--- src/rtl/if_prefetch_buf.sv ---
// Instruction-fetch front end: issues sequential word fetches into an in-order
// prefetch queue. It redirects on reboot/jump and drops responses that belong
// to squashed requests.
// DEPTH must be a power of two and at least 2; the queue and pc FIFO pointers
// wrap on their natural width.
module if_prefetch_buf #(
   parameter int unsigned       ADDR_W    = 32,
   parameter int unsigned       DEPTH     = 4,
   parameter logic [ADDR_W-1:0] BOOT_ADDR = '0
) (
   input  logic              clk_i,
   input  logic              rst_i,
   input  logic              reboot_i,
   input  logic [ADDR_W-1:0] boot_addr_i,
   input  logic              jump_flag_i,
   input  logic [ADDR_W-1:0] jump_addr_i,
   input  logic              hold_i,
   output logic              imem_req_o,
   output logic [ADDR_W-1:0] imem_addr_o,
   input  logic              imem_gnt_i,
   input  logic              imem_rvalid_i,
   input  logic [31:0]       imem_rdata_i,
   output logic              fetch_valid_o,
   output logic [ADDR_W-1:0] fetch_pc_o,
   output logic [31:0]       fetch_instr_o
);

   localparam int unsigned CW  = $clog2(DEPTH + 1);
   localparam int unsigned PW  = $clog2(DEPTH);
   localparam int unsigned SW  = CW + 2;
   localparam logic [31:0] NOP = 32'h0000_0013;

   // Architectural state
   logic [ADDR_W-1:0] next_pc, next_pc_nxt;
   logic [CW-1:0]     count, count_nxt;
   logic [CW-1:0]     outstanding, outstanding_nxt;
   logic [CW-1:0]     discard, discard_nxt;

   // Prefetch queue storage and pointers
   logic [ADDR_W-1:0] q_pc    [DEPTH];
   logic [31:0]       q_instr [DEPTH];
   logic [PW-1:0]     q_rd, q_rd_nxt;
   logic [PW-1:0]     q_wr, q_wr_nxt;

   // Address of every granted, still-tracked request, oldest first
   logic [ADDR_W-1:0] pcf [DEPTH];
   logic [PW-1:0]     pcf_rd, pcf_rd_nxt;
   logic [PW-1:0]     pcf_wr, pcf_wr_nxt;

   // Registered queue head driving the fetch_* outputs
   logic              head_valid, head_valid_nxt;
   logic [ADDR_W-1:0] head_pc, head_pc_nxt;
   logic [31:0]       head_instr, head_instr_nxt;

   // Per-cycle events
   logic              flush;
   logic              grant;
   logic              push;
   logic              pop;
   logic [ADDR_W-1:0] target;
   logic [ADDR_W-1:0] push_pc;
   logic [SW-1:0]     in_use;
   logic [CW-1:0]     count_after_pop;

   // Redirect decode and request-side handshake
   always_comb begin
      flush   = reboot_i | jump_flag_i;
      target  = reboot_i ? {boot_addr_i[ADDR_W-1:2], 2'b00}
                         : {jump_addr_i[ADDR_W-1:2], 2'b00};
      // Every slot that is queued, in flight or awaiting a drop counts as used,
      // so a response can never find the queue full.
      in_use  = SW'(count) + SW'(outstanding) + SW'(discard);
      imem_req_o  = !flush && (in_use < SW'(DEPTH));
      imem_addr_o = next_pc;
      grant   = imem_req_o & imem_gnt_i;
      push    = imem_rvalid_i & ~flush & (discard == '0);
      pop     = head_valid & ~hold_i & ~flush;
      push_pc = pcf[pcf_rd];
      count_after_pop = count - CW'(pop);
   end

   // Next-state for pointers, counters and fetch address
   always_comb begin
      next_pc_nxt     = next_pc;
      count_nxt       = count;
      outstanding_nxt = outstanding;
      discard_nxt     = discard;
      q_rd_nxt        = q_rd;
      q_wr_nxt        = q_wr;
      pcf_rd_nxt      = pcf_rd;
      pcf_wr_nxt      = pcf_wr;
      if (flush) begin
         next_pc_nxt     = target;
         count_nxt       = '0;
         outstanding_nxt = '0;
         q_rd_nxt        = '0;
         q_wr_nxt        = '0;
         pcf_rd_nxt      = '0;
         pcf_wr_nxt      = '0;
         // Everything still in flight becomes a response to drop; a response
         // arriving now retires one of them.
         discard_nxt     = CW'(SW'(discard) + SW'(outstanding) + SW'(grant)
                               - SW'(imem_rvalid_i));
      end else begin
         if (grant) begin
            next_pc_nxt = next_pc + ADDR_W'(4);
            pcf_wr_nxt  = pcf_wr + PW'(1);
         end
         if (imem_rvalid_i && (discard != '0)) begin
            discard_nxt = discard - CW'(1);
         end
         if (push) begin
            q_wr_nxt   = q_wr + PW'(1);
            pcf_rd_nxt = pcf_rd + PW'(1);
         end
         if (pop) begin
            q_rd_nxt = q_rd + PW'(1);
         end
         outstanding_nxt = outstanding + CW'(grant) - CW'(push);
         count_nxt       = count + CW'(push) - CW'(pop);
      end
   end

   // Next head value; when the queue drains the previous head is kept on the outputs
   always_comb begin
      head_valid_nxt = !flush && (count_nxt != '0);
      head_pc_nxt    = head_pc;
      head_instr_nxt = head_instr;
      if (head_valid_nxt) begin
         if (count_after_pop == '0) begin
            // Queue was empty after the pop: the incoming response becomes head
            head_pc_nxt    = push_pc;
            head_instr_nxt = imem_rdata_i;
         end else begin
            head_pc_nxt    = q_pc[q_rd_nxt];
            head_instr_nxt = q_instr[q_rd_nxt];
         end
      end
   end

   // State registers with synchronous reset
   always_ff @(posedge clk_i) begin
      if (rst_i) begin
         next_pc     <= BOOT_ADDR;
         count       <= '0;
         outstanding <= '0;
         discard     <= '0;
         q_rd        <= '0;
         q_wr        <= '0;
         pcf_rd      <= '0;
         pcf_wr      <= '0;
         head_valid  <= 1'b0;
         head_pc     <= BOOT_ADDR;
         head_instr  <= NOP;
      end else begin
         next_pc     <= next_pc_nxt;
         count       <= count_nxt;
         outstanding <= outstanding_nxt;
         discard     <= discard_nxt;
         q_rd        <= q_rd_nxt;
         q_wr        <= q_wr_nxt;
         pcf_rd      <= pcf_rd_nxt;
         pcf_wr      <= pcf_wr_nxt;
         head_valid  <= head_valid_nxt;
         head_pc     <= head_pc_nxt;
         head_instr  <= head_instr_nxt;
      end
   end

   // Queue and pc FIFO storage writes; contents are meaningless until counted valid
   always_ff @(posedge clk_i) begin
      if (!rst_i) begin
         if (push) begin
            q_pc[q_wr]    <= push_pc;
            q_instr[q_wr] <= imem_rdata_i;
         end
         if (grant) begin
            pcf[pcf_wr] <= next_pc;
         end
      end
   end

   assign fetch_valid_o = head_valid;
   assign fetch_pc_o    = head_pc;
   assign fetch_instr_o = head_instr;

endmodule

--- config.mk ---
export PLATFORM = sky130hd
export DESIGN_NAME = if_prefetch_buf
export DESIGN_NICKNAME = d
export VERILOG_FILES = /design/src/rtl/if_prefetch_buf.sv
export SDC_FILE = /design/constraint.sdc
export NUM_CORES = 1
export LEC_CHECK = 0
export ABC_AREA = 1
export CORE_MARGIN = 2
export CORE_UTILIZATION = 50
export DETAILED_ROUTE_END_ITERATION = 8
export GPL_TIMING_DRIVEN = 0
export PLACE_DENSITY = 0.71
export SLEW_MARGIN = 20
export SYNTH_ARGS = -nofsm -noshare
export SYNTH_HDL_FRONTEND = slang
export SYNTH_SLANG_ARGS = --single-unit
--- constraint.sdc ---
create_clock -name clk_i -period 8.8 [get_ports clk_i]
set_input_delay 2.64 -clock clk_i [delete_from_list [all_inputs] [get_ports clk_i]]
set_output_delay 2.64 -clock clk_i [all_outputs]
set_load 0.01 [all_outputs]
==> results.py, run 1 <==
metrics = {
    "setup_path": {
        "critPathSlowestCell": "clkdlybuf4s50_1",
        "arrival_ns": 4.27,
        "cp_cell_sequence": "clkdlybuf4s50_1 -> inv_2 -> nand2_4 -> nor3_2 -> nand2_1 -> inv_1 -> clkdlybuf4s50_1",
        "reg2regPathDepth": 19,
        "setup.worst_path.class": "in2out",
        "timing.critical_path.mode_cell": "clkdlybuf4s50_1",
        "r2r_start": "discard[0]$_SDFFE_PP0P_",
        "ff2ff_setup_slack_ns": 4.59,
        "timing.rr.end": "fetch_pc_o[10]$_SDFFE_PP0P_",
        "path_max_fanout": 6,
        "slowest_delay_ns": 0.54,
        "crit_required_ns": 6.16,
        "cp-end-kind": "primary output",
        "start_kind": "input port",
    },
    "floorplanning": {
        "num_io_pins": 201,
        "fp.dieH_um": 207.6,
        "design.die.area_um2": 43100,
        "initial_utilization_pct": 50.77,
        "die_x_um": 207.6,
        "core_area_um2": 40830,
        "fp-row-count": 74,
    },
    "sta": {
        "hold_violations": 0,
        "rsz0062_at_grt": "no",
        "finalMaxSlewViolations": 0,
        "setup_viol_count_final": 0,
        "fin_ws_ns": 1.886,
        "period_share_pct": 78.57,
        "fmax_mhz": 144.6,
        "hold_slack_ns": 0.4713,
        "worst_pin_slew_ns": 1.057,
        "slew_headroom_pct": 29.27,
        "period_minus_slack_ns": 6.914,
        "skew_ns": 0.02110,
    },
    "worst_hold_path": {
        "holdPathStages": 2,
        "worstHoldPathType": "reg2reg",
        "hold_path_startpoint": "discard[1]$_SDFFE_PP0P_",
        "min_to": "discard[1]$_SDFFE_PP0P_",
    },
    "route": {
        "num_vias": 16240,
        "ant_nets": 0,
        "wire_per_inst_um": 19.43,
        "firstDrtPassIters": 8,
        "viasPerCell": 5.556,
        "drc": 0,
        "wirelength_mm": 56.78,
        "drt_iter0_markers": 1659,
    },
    "synthesis": {
        "synthesis.area_um2": 20730,
        "synth_top_area_share_pct": 53.31,
        "synth_cell_type_count": 36,
        "synth-seq-area-share_pct": 64.13,
        "synth-edff-count": 368,
        "ys_top_cells_by_area": "edfxtp_1 (53%), dfxtp_1 (11%), nand3_1 (9.4%), nand2_1 (8.0%), a21oi_1 (3.5%)",
        "post-synth-top-count-cell": "nand2_1",
        "ys_warn_count": 0,
        "synth_common_cells": "nand2_1 (442), nand3_1 (391), edfxtp_1 (368)",
        "syn-mean-instance-area_um2": 9.909,
        "synth.largest_area_cell": "edfxtp_1",
        "synth_top_flop_cell": "edfxtp_1",
        "async_flop_share_pct": 0,
        "synth-seq-cells": 480,
        "syn_inst": 2092,
    },
    "clock_network": {
        "holdBufCountCts": 0,
        "cts_made_buffers": 48,
        "clk_latency_ns": 0.56,
        "cts_setup_buffers": 0,
        "htree_num_levels": 2,
        "clock_sinks": 480,
        "clk_path_buf_depth": 3,
        "post_cts_resize_count": 0,
        "cts_tree": "built",
        "cts_root_buf": "clkbuf_16",
        "path_clk_slew_ns": 0.06,
    },
    "power": {
        "p_per_area_nw_per_um2": 197.3,
        "switchingPower_mw": 1.109,
        "internal-power_mw": 3.890,
        "combPwrFrac_pct": 6.7,
        "power_frac_clock_pct": 42.7,
        "power_frac_seq_pct": 50.6,
        "switching_share_pct": 22.19,
        "ir_worst_vdd_mv": 0.1425,
        "leakagePower_nw": 9.260,
    },
    "cells_and_area": {
        "multi_input_area_um2": 6496,
        "drive_above_1_share_pct": 6.736,
        "insertedDiodeCount": 0,
        "postLayoutCoreUtil_pct": 62.07,
        "layout.cells.non_filler": 2922,
        "fill_cells": 3293,
        "fin_nets": 2480,
        "area_growth_pct": 22.26,
        "ff_latch_area_um2": 13290,
    },
    "place": {
        "io_buffer_count": 191,
        "pre_cts_ws_ns": 1.908,
        "gp_congestion": 0.9343,
        "dp_hpwl_mm": 37.81,
        "dp_cells": 2832,
    },
    "grt": {
        "antenna_found_initial": 0,
        "grt_use_total_pct": 25.73,
        "grt_pass1_wl_mm": 87.42,
        "grt_pass1_vias": 15910,
        "grt_overflow_total": 0,
        "grt_max_degree": 25,
    },
    "flow_run": {
        "max-cap-violations": 0,
    },
    "run_status": {
        "status": "completed",
    },
}
==> critical path, delay by kind of cell <==
family                 cells  cell delay, ns
buffers and inverters      4            1.19
AND/OR/NAND/NOR            3            0.43
==> kinds of logic after synthesis <==
group / synth area share (%)
simple gates: 21.90
flops: 64.13
compound gates: 7.026
buf+inv: 4.877
fa+ha+maj: 1.883
xor+xnor: 0.1690
other cells: 0.01809
==> per-stage QoR <==
stage | total power [mW] | setup TNS, ns | area (um^2)
final | 5.000 | 0 | 25340
after global routing | 5.147 | 0 | 25340
after CTS | 5.015 | 0 | 25340
after global placement | 2.896 | -166.21 | 23320
after detailed placement | 2.909 | 0 | 23690
after floorplan | 2.728 | 0 | 20740
==> power by group through the flow <==
stage	combinational, mW	sequential, mW	clock [mW]
after floorplan	0.159	2.57	0
after global placement	0.319	2.58	0
after detailed placement	0.331	2.58	0
after CTS	0.334	2.53	2.15
after global routing	0.371	2.53	2.24
final	0.335	2.53	2.13
==> area by class of cell <==
type | instances | share of cell area, %
sequential | 480 | 52.45
multi-input combinational | 1368 | 25.63
timing repair buffer | 205 | 8.768
clock buffer | 65 | 5.372
tap | 532 | 2.627
buffer | 131 | 2.271
inverter | 116 | 1.718
clock inverter | 25 | 1.160
==> worst max path at each step <==
| stage | start | slack (ns) | endpoint | cells past startpoint |
|---|---|---|---|---|
| 2_1_floorplan | rst_i | 2.39 | q_instr[0][0]$_DFFE_PP_ | 5 |
| 3_3_place_gp | rst_i | -0.85 | q_instr[2][28]$_DFFE_PP_ | 5 |
| 3_5_place_dp | reboot_i | 1.91 | imem_req_o | 7 |
| 4_1_cts | reboot_i | 1.89 | imem_req_o | 7 |
| 5_1_grt | reboot_i | 1.75 | imem_req_o | 7 |
| 6_report | reboot_i | 1.89 | imem_req_o | 7 |
==> metal layers <==
metal / wire length (um) / part of all wire (%) / track usage (%)
met5: 0 / 0 / 0
met3: 5106 / 9.0 / 4.569
met4: 1327 / 2.3 / 7.728
met2: 27830 / 49 / 43.89
met1: 22520 / 40 / 33.72
==> placed cells by master (no fill, tap or decap), types with 6 or more instances in the layout <==
cell type / instances
buf_2: 37
nand3b_1: 14
ha_1: 20
edfxtp_1: 368
dfxtp_1: 112
buf_4: 10
buf_12: 10
clkdlybuf4s50_1: 191
nor2_4: 9
clkinv_2: 14
buf_1: 11
a21oi_1: 145
nand2_1: 442
o21ai_0: 121
inv_1: 111
clkbuf_1: 82
bufinv_16: 6
nand3_1: 391
fa_1: 7
clkbuf_16: 50
nor2_1: 177
==> registers in the layout, summed over array words and instances (netlist names), named ones only <==
register and flops:
q_instr 128, pcf 120, q_pc 120, fetch_instr_o 32, fetch_pc_o 30, imem_addr_o 30
count 3, discard 3, outstanding 3, pcf_rd 2, pcf_wr 2, q_rd 2
q_wr 2, fetch_valid_o 1
No activity file was read; power rests on OpenSTA's default activity.
==> run 2, diff against run 1 <==
PLACE_DENSITY = 0.74   (was 0.71)
clock period = 5.68 ns   (was 8.8 ns; I/O delays follow)
==> run 2 against run 1 <==
  * Clock power rose by 43%
  * Sequential cell count did not move
  * First-iteration DRC count is 15% lower
  * Critical endpoint is now fetch_pc_o[27]$_SDFFE_PP0P_
  * Highest routed layer unchanged
==> results.py, run 2 (synthesis results as in run 1) <==
metrics = {
    "route": {
        "firstDrtPassIters": 7,
        "viasPerCell": 5.582,
        "wire_per_inst_um": 19.25,
        "num_vias": 16310,
        "drt_iter0_markers": 1416,
        "wirelength_mm": 56.24,
        "drc": 0,
        "ant_nets": 0,
    },
    "sta": {
        "period_share_pct": 95.06,
        "fmax_mhz": 185.2,
        "rsz0062_at_grt": "no",
        "period_minus_slack_ns": 5.399,
        "setup_viol_count_final": 0,
        "fin_ws_ns": 0.2808,
        "finalMaxSlewViolations": 0,
        "hold_violations": 0,
        "slew_headroom_pct": 33.17,
        "skew_ns": 0.01372,
        "worst_pin_slew_ns": 0.9987,
    },
    "worst_hold_path": {
        "worstHoldPathType": "reg2reg",
        "holdPathStages": 2,
    },
    "setup_path": {
        "path_max_fanout": 10,
        "arrival_ns": 5.88,
        "setup.worst_path.class": "in2reg",
        "cp-end-kind": "flop",
        "start_kind": "input port",
        "crit_required_ns": 6.16,
        "reg2regPathDepth": 19,
    },
    "clock_network": {
        "cts_made_buffers": 49,
        "cts_root_buf": "clkbuf_16",
        "cts_setup_buffers": 0,
        "holdBufCountCts": 0,
        "clock_sinks": 480,
        "post_cts_resize_count": 0,
        "htree_num_levels": 2,
        "cts_tree": "built",
        "path_clk_slew_ns": 0.06,
        "clk_latency_ns": 0.56,
        "clk_path_buf_depth": 3,
    },
    "cells_and_area": {
        "area_growth_pct": 21.87,
        "multi_input_area_um2": 6496,
        "final_cell_mix": "nand2_1 (442), nand3_1 (391), edfxtp_1 (368)",
        "fin_nets": 2482,
        "largest-register": "q_instr",
        "final_common_cell": "nand2_1",
        "largest_reg_flops": 128,
        "layout.cells.non_filler": 2922,
        "drive_above_1_share_pct": 6.360,
        "insertedDiodeCount": 0,
        "ff_latch_area_um2": 13290,
        "reg_top3": "q_instr (128), pcf (120), q_pc (120)",
        "fill_cells": 3235,
        "stdcell_area_um2": 25260,
    },
    "floorplanning": {
        "design.die.area_um2": 43100,
        "fp-row-count": 74,
        "num_io_pins": 201,
        "core_area_um2": 40830,
        "initial_utilization_pct": 50.77,
        "fp.dieH_um": 207.6,
        "die_x_um": 207.6,
    },
    "grt": {
        "antenna_found_initial": 0,
        "grt_overflow_total": 0,
        "grt_pass1_wl_mm": 86.13,
        "grt_use_total_pct": 25.37,
        "grt_pass1_vias": 15870,
        "grt_max_degree": 25,
    },
    "power": {
        "finalPower_mw": 7.481,
        "ir_worst_vdd_mv": 0.1901,
        "p_per_area_nw_per_um2": 296.1,
        "leakagePower_nw": 9.205,
    },
    "place": {
        "pre_cts_ws_ns": -0.1974,
        "dp_hpwl_mm": 37.97,
        "dp_cells": 2833,
        "post_dp_cell_area_um2": 23750,
        "gp_congestion": 0.9382,
        "io_buffer_count": 191,
    },
    "flow_run": {
        "max-cap-violations": 0,
    },
    "run_status": {
        "status": "completed",
    },
}
run 2: final timing paths:
kind / from / end / slack, ns
max: reboot_i / fetch_pc_o[27]$_SDFFE_PP0P_ / 0.28
min: discard[1]$_SDFFE_PP0P_ / discard[1]$_SDFFE_PP0P_ / 0.47
max reg2reg: discard[0]$_SDFFE_PP0P_ / fetch_pc_o[27]$_SDFFE_PP0P_ / 1.52
min reg2reg: discard[1]$_SDFFE_PP0P_ / discard[1]$_SDFFE_PP0P_ / 0.47
run 2: stage by stage:
step,utilization (%),TNS (ns),hold WS (ns)
CTS,61.87,0,0.4682
finish,61.87,0,0.4677
global route,61.87,0,0.5187
global placement,57.11,-701.61,0.4566
detailed placement,58.17,-7.135,0.4598
floorplan,-,0,0.4444
run 2: per-layer routing:
metal  track usage [%]  up-vias  part of all wire [%]
li1                  -     7736                     -
met1             33.00     7665                    39
met2             42.71      793                    48
met3             4.402      117                   9.3
met4             9.660        0                   3.1
met5                 0        -                     0
run 2: layout make-up:
cell class	count	area share (%)
Clock buffer	67	5.438
Inverter	116	1.724
Sequential cell	480	52.62
Tap cell	532	2.635
Multi-Input combinational cell	1368	25.72
Timing Repair Buffer	206	9.054
Buffer	131	2.278
Clock inverter	22	0.5349
run 2: where the power goes:
group | switching (mW) | internal [mW]
Sequential | 0.0782 | 3.84
Combinational | 0.295 | 0.226
Clock | 1.31 | 1.73
run 2: critical path: stages:
cell             delay [ns]
clkdlybuf4s50_1        0.46
inv_2                  0.13
nand2_4                0.13
buf_2                  0.24
nor2_1                 0.33
inv_1                  0.19
ha_1                   0.32
inv_1                  0.04
ha_1                   0.18
fa_1                   0.38
inv_1                  0.08
nand3_1                0.08
nand3_1                0.11
nand2_1                0.39
inv_2                  0.18
buf_2                  0.32
buf_2                  0.33
a21oi_1                0.09
a21oi_1                0.18
==> run 3, diff against run 2 <==
TNS_END_PERCENT = 10   (was default)
==> results of run 3 <==
Same layout as run 2: the final DEF is identical, and so are final timing and power.
